File: src/rtl/control_sequencer.sv
// control_sequencer: hardwired fetch/ALU-execute control unit for the 3-bus datapath.
// Moore strobes are decoded from the T-state (and the IR opcode in T3/T4).
module control_sequencer #(
    parameter int WAIT_MAX = 15,
    parameter int OP_W     = 5
) (
    input  logic            Clock,
    input  logic            Reset_n,
    input  logic [31:0]     IR_in,
    input  logic            Mem_ready,
    input  logic            Stop,
    output logic            PCout,
    output logic            Zlowout,
    output logic            MDRout,
    output logic            Rout,
    output logic            MARin,
    output logic            Zin,
    output logic            PCin,
    output logic            MDRin,
    output logic            IRin,
    output logic            Yin,
    output logic            Rin,
    output logic            IncPC,
    output logic            Read,
    output logic            Gra,
    output logic            Grb,
    output logic            Grc,
    output logic [OP_W-1:0] alu_op,
    output logic            Run,
    output logic            Illegal,
    output logic            Mem_err
);
    localparam int CW = $clog2(WAIT_MAX + 1);
    localparam logic [OP_W-1:0] OP_ADD  = OP_W'(3);
    localparam logic [OP_W-1:0] OP_SUB  = OP_W'(4);
    localparam logic [OP_W-1:0] OP_AND  = OP_W'(5);
    localparam logic [OP_W-1:0] OP_OR   = OP_W'(6);
    localparam logic [OP_W-1:0] OP_NOP  = OP_W'(26);
    localparam logic [OP_W-1:0] OP_HALT = OP_W'(27);

    typedef enum logic [3:0] {S_RST, S_T0, S_T1, S_T2, S_T3, S_T4, S_T5, S_HALT} state_t;

    state_t          state, state_nx;
    logic [CW-1:0]   wait_cnt;
    logic [OP_W-1:0] op;
    logic            op_alu, timeout, illegal_set, mem_err_set;
    logic            ir_unused;

    assign op        = IR_in[31 -: OP_W];
    // Register fields are decoded by the datapath's select/encode logic, not here.
    assign ir_unused = ^IR_in[31-OP_W:0];
    assign op_alu    = op inside {OP_ADD, OP_SUB, OP_AND, OP_OR};
    assign timeout   = wait_cnt == CW'(WAIT_MAX - 1);

    always_ff @(posedge Clock or negedge Reset_n) begin
        if (!Reset_n) begin
            state    <= S_RST;
            wait_cnt <= '0;
            Illegal  <= 1'b0;
            Mem_err  <= 1'b0;
        end else begin
            state    <= state_nx;
            wait_cnt <= (state == S_T1) ? wait_cnt + 1'b1 : '0;
            Illegal  <= Illegal | illegal_set;
            Mem_err  <= Mem_err | mem_err_set;
        end
    end

    always_comb begin
        state_nx    = S_T0;
        {PCout, Zlowout, MDRout, Rout, MARin, Zin, PCin, MDRin} = '0;
        {IRin, Yin, Rin, IncPC, Read, Gra, Grb, Grc, Run} = '0;
        alu_op      = '0;
        illegal_set = 1'b0;
        mem_err_set = 1'b0;
        case (state)
            S_T0: begin
                {PCout, MARin, IncPC, Zin, Run} = '1;
                state_nx = S_T1;
            end
            S_T1: begin
                {Zlowout, Read, MDRin, Run} = '1;
                PCin        = wait_cnt == '0;
                mem_err_set = !Mem_ready && timeout;
                state_nx    = Mem_ready ? S_T2 : timeout ? S_HALT : S_T1;
            end
            S_T2: begin
                {MDRout, IRin, Run} = '1;
                state_nx = S_T3;
            end
            S_T3: begin
                Run             = 1'b1;
                {Grb, Rout, Yin} = {3{op_alu}};
                illegal_set     = !op_alu && op != OP_NOP && op != OP_HALT;
                state_nx        = op_alu ? S_T4 : (op == OP_HALT || Stop) ? S_HALT : S_T0;
            end
            S_T4: begin
                {Grc, Rout, Zin, Run} = '1;
                alu_op   = op;
                state_nx = S_T5;
            end
            S_T5: begin
                {Zlowout, Gra, Rin, Run} = '1;
                state_nx = Stop ? S_HALT : S_T0;
            end
            S_HALT: state_nx = (!Stop && !Mem_err) ? S_T0 : S_HALT;
            default: state_nx = S_T0;
        endcase
    end
endmodule

File: config.mk
export PLATFORM = sky130hd
export DESIGN_NAME = control_sequencer
export DESIGN_NICKNAME = d
export VERILOG_FILES = /design/src/rtl/control_sequencer.sv
export SDC_FILE = /design/constraint.sdc
export NUM_CORES = 1
export LEC_CHECK = 0
export ABC_AREA = 1
export CAP_MARGIN = 20
export CORE_ASPECT_RATIO = 1.2
export CORE_UTILIZATION = 32
export DETAILED_ROUTE_END_ITERATION = 8
export PLACE_DENSITY = 0.79
export SLEW_MARGIN = 20
export SYNTH_ARGS = -nofsm -noshare
export SYNTH_HDL_FRONTEND = slang
export SYNTH_SLANG_ARGS = --single-unit
File: constraint.sdc
create_clock -name Clock -period 1.4 [get_ports Clock]
set_clock_uncertainty 0.2 [all_clocks]
set_input_delay 0.21 -clock Clock [delete_from_list [all_inputs] [get_ports Clock]]
set_output_delay 0.21 -clock Clock [all_outputs]
set_load 0.05 [all_outputs]
==> results of run 1 <==
registers in the layout, summed over array words and instances (netlist names):
signal,cells
wait_cnt,4
state,3
Illegal,1
Mem_err,1
area by class of cell:
type | instances | area (sq um) | area share [%]
inverter | 25 | 111 | 6.38
multi-input combinational | 61 | 490 | 28.1
tap | 30 | 37.5 | 2.15
clock buffer | 4 | 26.3 | 1.50
timing repair buffer | 69 | 853 | 48.9
sequential | 9 | 228 | 13.0
worst reg2reg max path, cell delays in order, from the launching register on:
cell,delay [ns]
sky130_fd_sc_hd__dfrtp_2,0.46
sky130_fd_sc_hd__inv_4,0.10
sky130_fd_sc_hd__nand2_4,0.07
sky130_fd_sc_hd__nor2_8,0.12
sky130_fd_sc_hd__buf_4,0.13
sky130_fd_sc_hd__buf_6,0.11
sky130_fd_sc_hd__buf_6,0.11
sky130_fd_sc_hd__nand2_4,0.05
sky130_fd_sc_hd__buf_4,0.13
sky130_fd_sc_hd__nand2_1,0.05
cell usage in the layout, fill, tap and decap left out, drive strengths merged:
master,Yosys,final
nor2,21,21
xor2,1,1
dlymetal6s2s,0,1
clkinvlp,0,2
nand3,9,9
o21ai,4,4
ha,3,3
nor4,1,1
dfrtp,9,9
clkdlybuf4s50,0,5
inv,25,23
nand4,1,1
xnor2,1,1
nand2,19,19
dlygate4sd2,0,2
clkbuf,0,4
a21oi,1,1
buf,7,61
worst max path at each step:
stage / from / end / slack [ns] / depth (start not counted)
4_1_cts: state[0]$_DFF_PN0_ / PCin / -0.43 / 6
2_1_floorplan: state[0]$_DFF_PN0_ / PCin / -0.46 / 5
3_5_place_dp: IR_in[28] / Grb / -0.51 / 6
6_report: state[1]$_DFF_PN0_ / alu_op[3] / -0.44 / 5
5_1_grt: state[1]$_DFF_PN0_ / alu_op[3] / -0.53 / 5
3_3_place_gp: IR_in[28] / Yin / -0.42 / 6
power by group through the flow:
stage          Sequential (W)  Combinational, W  Clock [W]
2_1_floorplan        0.000406           0.00157          0
3_3_place_gp         0.000394           0.00286          0
3_5_place_dp         0.000400           0.00292          0
4_1_cts              0.000418           0.00316   0.000211
5_1_grt              0.000431           0.00351   0.000223
6_report             0.000426           0.00336   0.000200
cell families (layout without fill, tap and decap cells):
| logic type | count (synthesis) | count (layout) | share of synthesized area, % |
|---|---|---|---|
| simple gates | 51 | 51 | 35.6 |
| buf+inv | 32 | 98 | 21.3 |
| flops | 9 | 9 | 31.0 |
| compound gates | 5 | 5 | 4.47 |
| fa+ha+maj | 3 | 3 | 5.16 |
| xor+xnor | 2 | 2 | 2.41 |
metal layers:
layer  routed length [um]  share of wire [%]  track usage, %
met1                 1020                 33            21.9
met2                 1810                 59            50.5
met3                  126                4.1            1.98
met4                   98                3.2            13.1
met5                    0                  0               0
metrics by stage:
step	cell area (sq um)	utilization (%)
floorplan	798	-
global placement	1520	72.6
detailed placement	1520	72.6
CTS	1690	80.5
global route	1750	83.4
finish	1750	83.4
what timing repair did:
| item | 4_1_cts | 5_1_grt |
|---|---|---|
| resized for setup | 23 | 14 |
| buffers inserted | 9 | 3 |
| endpoints found under the setup margin | 27 | 31 |
| pin swaps | 4 | 5 |
==> impl_metrics.prom, run 1 <==
# TYPE chip_impl_metric gauge
chip_impl_metric{name="maximum_fanout_along_the_worst_path",unit=""} 7
chip_impl_metric{name="areaGrowthSynthToFinish",unit="%"} 140
chip_impl_metric{name="die_y",unit="um"} 54.2
chip_impl_info{name="cp_top_family",value="flip-flops"} 1
chip_impl_info{name="violations",value="setup timing"} 1
chip_impl_info{name="setup.worst_path.class",value="flip-flop to output port"} 1
chip_impl_metric{name="cts_max_level",unit=""} 1
chip_impl_metric{name="grt_util_all_layers",unit="%"} 24.2
chip_impl_metric{name="share_seq_of_total_power",unit="%"} 10.7
chip_impl_metric{name="comb_power_share",unit="%"} 84.3
chip_impl_metric{name="max-vdd-ir-drop",unit="V"} 0.00192
chip_impl_metric{name="layout_setup_ws",unit="ns"} -0.440
chip_impl_metric{name="globalplace.congestion",unit=""} 0.735
chip_impl_info{name="run_status",value="finished, violations left"} 1
chip_impl_metric{name="fin_tns_setup",unit="ns"} -8.90
chip_impl_metric{name="syn_area_per_cell",unit="sq um"} 7.13
chip_impl_metric{name="timing_worst_slew_pin_value",unit="ns"} 0.417
chip_impl_metric{name="insertion_delay",unit="ns"} 0.26
chip_impl_metric{name="yosys_register_bits",unit=""} 9
chip_impl_metric{name="antenna_violating_nets_post_route",unit=""} 0
chip_impl_metric{name="io_pins",unit=""} 60
chip_impl_info{name="synth_top_area_cell",value="sky130_fd_sc_hd__dfrtp_1"} 1
chip_impl_metric{name="firstDrtPassIters",unit=""} 4
chip_impl_info{name="rsz0062_at_grt",value="yes"} 1
chip_impl_info{name="synth_top_cells_by_area",value="sky130_fd_sc_hd__dfrtp_1 31%, sky130_fd_sc_hd__inv_1 11%, sky130_fd_sc_hd__nor2_1 9.8%, sky130_fd_sc_hd__nand2_1 8.3%, sky130_fd_sc_hd__buf_4 6.2%"} 1
chip_impl_metric{name="timing.critical_path.buf_inv",unit=""} 3
chip_impl_metric{name="worst-r2r-cell-count",unit=""} 9
chip_impl_metric{name="p_leak",unit="nW"} 0.861
chip_impl_metric{name="largest_net_degree_at_the_start_of_global_routing",unit=""} 10
chip_impl_metric{name="floorplan.initialDensity",unit="%"} 34.7
chip_impl_metric{name="post_synthesis_instance_total",unit=""} 102
chip_impl_metric{name="routed_wire_length_per_instance",unit="um"} 15.4
chip_impl_metric{name="postCtsHoldBufs",unit=""} 0
chip_impl_metric{name="synth_edf_count",unit=""} 0
chip_impl_metric{name="dp.final_hpwl",unit="um"} 1810
chip_impl_metric{name="via_count",unit=""} 912
chip_impl_metric{name="worstPathRequired",unit="ns"} 0.99
chip_impl_metric{name="first_iter_violations",unit=""} 21
chip_impl_metric{name="core_area",unit="sq mm"} 0.00209
chip_impl_metric{name="p_sw_share",unit="%"} 50.1
chip_impl_metric{name="synthDistinctLibCells",unit=""} 21
chip_impl_metric{name="path_clk_slew",unit="ns"} 0.06
chip_impl_info{name="worst_r2r_endpoint",value="Mem_err$_DFF_PN0_"} 1
chip_impl_metric{name="ff2ff_setup_slack",unit="ns"} -0.20
chip_impl_metric{name="timing.final.setup_violations",unit=""} 26
chip_impl_metric{name="timing.max_slew.rel_slack",unit="%"} 72.1
chip_impl_metric{name="maxCapViolations",unit=""} 0
chip_impl_metric{name="initial_antenna_violation_count",unit=""} 0
chip_impl_metric{name="grt-ovfl-total",unit=""} 0
chip_impl_metric{name="postSynthNetCount",unit=""} 141
chip_impl_metric{name="number_of_rows_created_at_floorplan",unit=""} 18
chip_impl_metric{name="finish.net_count",unit=""} 208
chip_impl_info{name="clock_tree.root_cell",value="sky130_fd_sc_hd__clkbuf_4"} 1
chip_impl_info{name="start_kind",value="flip-flop"} 1
chip_impl_info{name="post_synth_most_frequent_cells",value="22 x sky130_fd_sc_hd__inv_1, 19 x sky130_fd_sc_hd__nor2_1, 16 x sky130_fd_sc_hd__nand2_1"} 1
chip_impl_info{name="yosysMostFrequentCell",value="sky130_fd_sc_hd__inv_1"} 1
chip_impl_metric{name="achievable-frequency",unit="GHz"} 0.543
chip_impl_metric{name="synth.cell_area",unit="sq um"} 727
chip_impl_info{name="critPathSlowestCell",value="sky130_fd_sc_hd__dfrtp_2"} 1
chip_impl_metric{name="clock_power_share",unit="%"} 5.0
chip_impl_metric{name="slowest_delay",unit="ns"} 0.46
chip_impl_metric{name="internal-power",unit="W"} 0.00199
chip_impl_metric{name="die_area",unit="sq mm"} 0.00247
chip_impl_metric{name="hold_viol",unit=""} 0
chip_impl_metric{name="register_area_share_after_synthesis",unit="%"} 31.0
chip_impl_metric{name="worstPathArrival",unit="ns"} 1.43
chip_impl_metric{name="p_sw",unit="W"} 0.00200
chip_impl_metric{name="share_of_the_synthesized_area_in_the_top_cell_type",unit="%"} 31.0
chip_impl_metric{name="period_needed",unit="ns"} 1.84
chip_impl_metric{name="antenna_diode_count",unit=""} 0
chip_impl_metric{name="fp.dieW",unit="um"} 45.5
chip_impl_info{name="endpoint_class_of_the_critical_path",value="output port"} 1
chip_impl_metric{name="routed_via_density",unit=""} 4.61
chip_impl_metric{name="drc",unit=""} 0
chip_impl_metric{name="dp_cells",unit=""} 183
chip_impl_info{name="cts_tree",value="built"} 1
chip_impl_info{name="critical_path.reg2reg.startpoint",value="state[0]$_DFF_PN0_"} 1
chip_impl_metric{name="final_routed_wirelength",unit="um"} 3050
chip_impl_metric{name="ys.warnings.count",unit=""} 0
chip_impl_info{name="hold_path.class",value="input port to async pin"} 1
chip_impl_metric{name="buffers_on_ports",unit=""} 32
chip_impl_info{name="crit_path_cell_trace",value="inv_1, nand3_4, buf_4, nor2_4, buf_12"} 1
chip_impl_metric{name="stdcell_count",unit=""} 198
chip_impl_metric{name="grt_pass1_wl",unit="um"} 4150
chip_impl_metric{name="pre_cts_slack",unit="ns"} -0.511
chip_impl_metric{name="post-layout-total-power",unit="W"} 0.00399
chip_impl_metric{name="tritoncts.num_buffers",unit=""} 3
chip_impl_metric{name="cellPowerDensity",unit="mW/mm^2"} 2280
chip_impl_metric{name="fin_hold_ws",unit="ns"} 0.0438
chip_impl_metric{name="grt_pass1_vias",unit=""} 979
chip_impl_metric{name="layout.filler_cells",unit=""} 112
chip_impl_metric{name="final-max-slew-violation-count",unit=""} 0
chip_impl_metric{name="postSynth.asyncResetShare",unit="%"} 100
chip_impl_metric{name="fraction_of_layout_cells_with_a_size_suffix_above_1",unit="%"} 61.3
chip_impl_metric{name="clock_sink_count",unit=""} 9
chip_impl_info{name="synth_flop_cell",value="sky130_fd_sc_hd__dfrtp_1"} 1
chip_impl_metric{name="period_share",unit="%"} 131
chip_impl_metric{name="clockBufferDepth",unit=""} 2
Note: power is estimated with default switching activity, not from simulation.
==> inputs of run 2 (changes only) <==
--- a/config.mk
+++ b/config.mk
@@ -7,7 +7,7 @@
 export LEC_CHECK = 0
 export ABC_AREA = 1
 export CAP_MARGIN = 20
-export CORE_ASPECT_RATIO = 1.2
+export CORE_ASPECT_RATIO = 0.9
 export CORE_UTILIZATION = 32
 export DETAILED_ROUTE_END_ITERATION = 8
 export PLACE_DENSITY = 0.79
==> run 2 against run 1 <==
  * The run still ends with setup timing left
  * Non-clock buffer count shrank 3
  * Sequential cell count did not move
  * Sequential power increased by 7.5%
  * Combinational power rose by 12%
  * Clock-buffer cell count did not move
  * Sequential share of layout area shrank 0.49 points
  * Worst setup slack lost 0.019 ns
  * First-iteration DRC count rose by 100%
  * Maximum frequency fell by 1.0%
  * Critical path depth grew 1
  * Die area barely moved
  * Highest routed layer unchanged
==> impl_metrics.prom, run 2 (synthesized netlist as in run 1, its figures left out) <==
# TYPE chip_impl_metric gauge
chip_impl_info{name="clock_tree.root_cell",value="sky130_fd_sc_hd__clkbuf_4"} 1
chip_impl_metric{name="maxCapViolations",unit=""} 0
chip_impl_metric{name="clockBufferDepth",unit=""} 2
chip_impl_metric{name="finish.net_count",unit=""} 205
chip_impl_metric{name="number_of_rows_created_at_floorplan",unit=""} 15
chip_impl_metric{name="timing_worst_slew_pin_value",unit="ns"} 0.408
chip_impl_metric{name="final_routed_wirelength",unit="um"} 3680
chip_impl_metric{name="register_area",unit="sq um"} 228
chip_impl_info{name="violations",value="setup timing"} 1
chip_impl_metric{name="fin_tns_setup",unit="ns"} -8.88
chip_impl_metric{name="period_needed",unit="ns"} 1.86
chip_impl_metric{name="fraction_of_layout_cells_with_a_size_suffix_above_1",unit="%"} 67.9
chip_impl_metric{name="antenna_violating_nets_post_route",unit=""} 0
chip_impl_info{name="crit_path_cell_trace",value="inv_4, nand2_4, nor2_8, inv_6, nor4_4, buf_12"} 1
chip_impl_metric{name="grt-ovfl-total",unit=""} 0
chip_impl_metric{name="dp.final_hpwl",unit="um"} 1900
chip_impl_metric{name="max-vdd-ir-drop",unit="V"} 0.00226
chip_impl_metric{name="antenna_diode_count",unit=""} 0
chip_impl_metric{name="firstDrtPassIters",unit=""} 4
chip_impl_metric{name="hold_viol",unit=""} 0
chip_impl_metric{name="layout_setup_ws",unit="ns"} -0.459
chip_impl_metric{name="globalplace.congestion",unit=""} 0.829
chip_impl_metric{name="timing.final.setup_violations",unit=""} 26
chip_impl_metric{name="final-max-slew-violation-count",unit=""} 0
chip_impl_metric{name="cts_max_level",unit=""} 1
chip_impl_metric{name="maximum_fanout_along_the_worst_path",unit=""} 4
chip_impl_metric{name="routed_wire_length_per_instance",unit="um"} 19.4
chip_impl_metric{name="worstPathArrival",unit="ns"} 1.45
chip_impl_metric{name="period_share",unit="%"} 133
chip_impl_info{name="critPathSlowestCell",value="sky130_fd_sc_hd__dfrtp_2"} 1
chip_impl_metric{name="insertion_delay",unit="ns"} 0.26
chip_impl_metric{name="largest_net_degree_at_the_start_of_global_routing",unit=""} 10
chip_impl_metric{name="fp.dieW",unit="um"} 52.2
chip_impl_metric{name="die_y",unit="um"} 47.2
chip_impl_info{name="hold_path.class",value="input port to async pin"} 1
chip_impl_metric{name="core_area",unit="sq mm"} 0.00203
chip_impl_metric{name="via_count",unit=""} 977
chip_impl_metric{name="pre_cts_slack",unit="ns"} -0.536
chip_impl_metric{name="achievable-frequency",unit="GHz"} 0.538
chip_impl_metric{name="initial_antenna_violation_count",unit=""} 0
chip_impl_metric{name="p_leak",unit="nW"} 0.868
chip_impl_metric{name="buffers_on_ports",unit=""} 32
chip_impl_metric{name="slowest_delay",unit="ns"} 0.47
chip_impl_metric{name="place_area",unit="sq mm"} 0.00148
chip_impl_metric{name="layout.filler_cells",unit=""} 71
chip_impl_info{name="max_flop_register",value="wait_cnt"} 1
chip_impl_info{name="leading_registers_by_flop_count",value="wait_cnt (4), state (3)"} 1
chip_impl_metric{name="timing.critical_path.buf_inv",unit=""} 3
chip_impl_info{name="start_kind",value="flip-flop"} 1
chip_impl_info{name="cts_tree",value="built"} 1
chip_impl_info{name="final_common_cell",value="sky130_fd_sc_hd__buf_12"} 1
chip_impl_metric{name="finish.instance_area",unit="sq mm"} 0.00181
chip_impl_metric{name="drc",unit=""} 0
chip_impl_metric{name="timing.max_slew.rel_slack",unit="%"} 72.7
chip_impl_metric{name="tritoncts.num_buffers",unit=""} 3
chip_impl_info{name="endpoint_class_of_the_critical_path",value="output port"} 1
chip_impl_info{name="cp_top_family",value="flip-flops"} 1
chip_impl_info{name="setup.worst_path.class",value="flip-flop to output port"} 1
chip_impl_info{name="rsz0062_at_grt",value="yes"} 1
chip_impl_metric{name="post-layout-total-power",unit="W"} 0.00441
chip_impl_metric{name="grt_pass1_vias",unit=""} 897
chip_impl_metric{name="io_pins",unit=""} 60
chip_impl_metric{name="floorplan.initialDensity",unit="%"} 35.9
chip_impl_metric{name="number_of_flip_flops_under_the_largest_register_name",unit=""} 4
chip_impl_metric{name="clock_sink_count",unit=""} 9
chip_impl_metric{name="die_area",unit="sq mm"} 0.00247
chip_impl_info{name="commonest_non_fill_non_tap_cells_in_the_layout",value="24 x sky130_fd_sc_hd__buf_12, 21 x sky130_fd_sc_hd__buf_4, 13 x sky130_fd_sc_hd__inv_1, 13 x sky130_fd_sc_hd__buf_6"} 1
chip_impl_metric{name="path_clk_slew",unit="ns"} 0.07
chip_impl_metric{name="first_iter_violations",unit=""} 43
chip_impl_metric{name="grt_util_all_layers",unit="%"} 24.5
chip_impl_metric{name="multi_input_comb_area",unit="sq um"} 547
chip_impl_metric{name="routed_via_density",unit=""} 5.14
chip_impl_metric{name="grt_pass1_wl",unit="um"} 4220
chip_impl_metric{name="fin_hold_ws",unit="ns"} 0.0463
chip_impl_metric{name="areaGrowthSynthToFinish",unit="%"} 150
chip_impl_metric{name="cellPowerDensity",unit="mW/mm^2"} 2430
chip_impl_metric{name="worstPathRequired",unit="ns"} 0.99
chip_impl_info{name="run_status",value="finished, violations left"} 1
==> run 2: cell count changes in the layout (fill, tap and decap cells not counted), sizes merged <==
cell | before | now
dlymetal6s2s | 1 | 2
clkdlybuf4s50 | 5 | 3
buf | 61 | 58
dlygate4sd2 | 2 | 3
==> run 2: layout make-up <==
type	instances	share of cell area (%)
repair buffers	66	47.7
multi-input cells	61	30.1
flip-flops and latches	9	12.6
inverters	25	6.41
well taps	25	1.72
clock buffers	4	1.45
==> run 2: repair_timing <==
item,in CTS,in global routing
buffers inserted,4,9
endpoints found under the setup margin,26,30
cloned,0,0
hold buffers,0,0
gates resized for setup,24,43
pin swaps,2,14
==> run 2: metal layers <==
metal / share of wire [%] / GRT usage, % / vias up
li1: - / - / 425
met5: 0 / 0 / -
met4: 4.9 / 15.8 / 0
met1: 39 / 26.8 / 465
met3: 4.8 / 2.91 / 23
met2: 51 / 45.6 / 64
==> run 2: path summary, 6_finish.rpt <==
check	cells past startpoint	slack, ns	endpoint	from
min in group Clock	2	0.35	Illegal$_DFF_PN0_	Illegal$_DFF_PN0_
hold / removal	1	0.05	wait_cnt[3]$_DFF_PN0_	Reset_n
setup reg to reg	10	-0.29	state[1]$_DFF_PN0_	state[0]$_DFF_PN0_
hold reg to reg	2	0.35	Illegal$_DFF_PN0_	Illegal$_DFF_PN0_
setup / recovery	6	-0.46	PCin	state[0]$_DFF_PN0_
max in group asynchronous	1	0.63	state[1]$_DFF_PN0_	Reset_n
==> run 2: report_power, final <==
part	switching, W	total, W	leakage (nW)	internal [W]
Combinational	0.00202	0.00375	0.746	0.00174
Sequential	0.000126	0.000458	0.107	0.000332
Clock	0.0000902	0.000200	0.0150	0.000110
Total	0.00223	0.00441	0.868	0.00218
==> run 2: per-stage QoR <==
stage	cells	utilization (%)
final	190	89.5
after global routing	190	89.5
after global placement	174	73.2
after detailed placement	174	73.2
after floorplan	102	-
after CTS	182	79.3
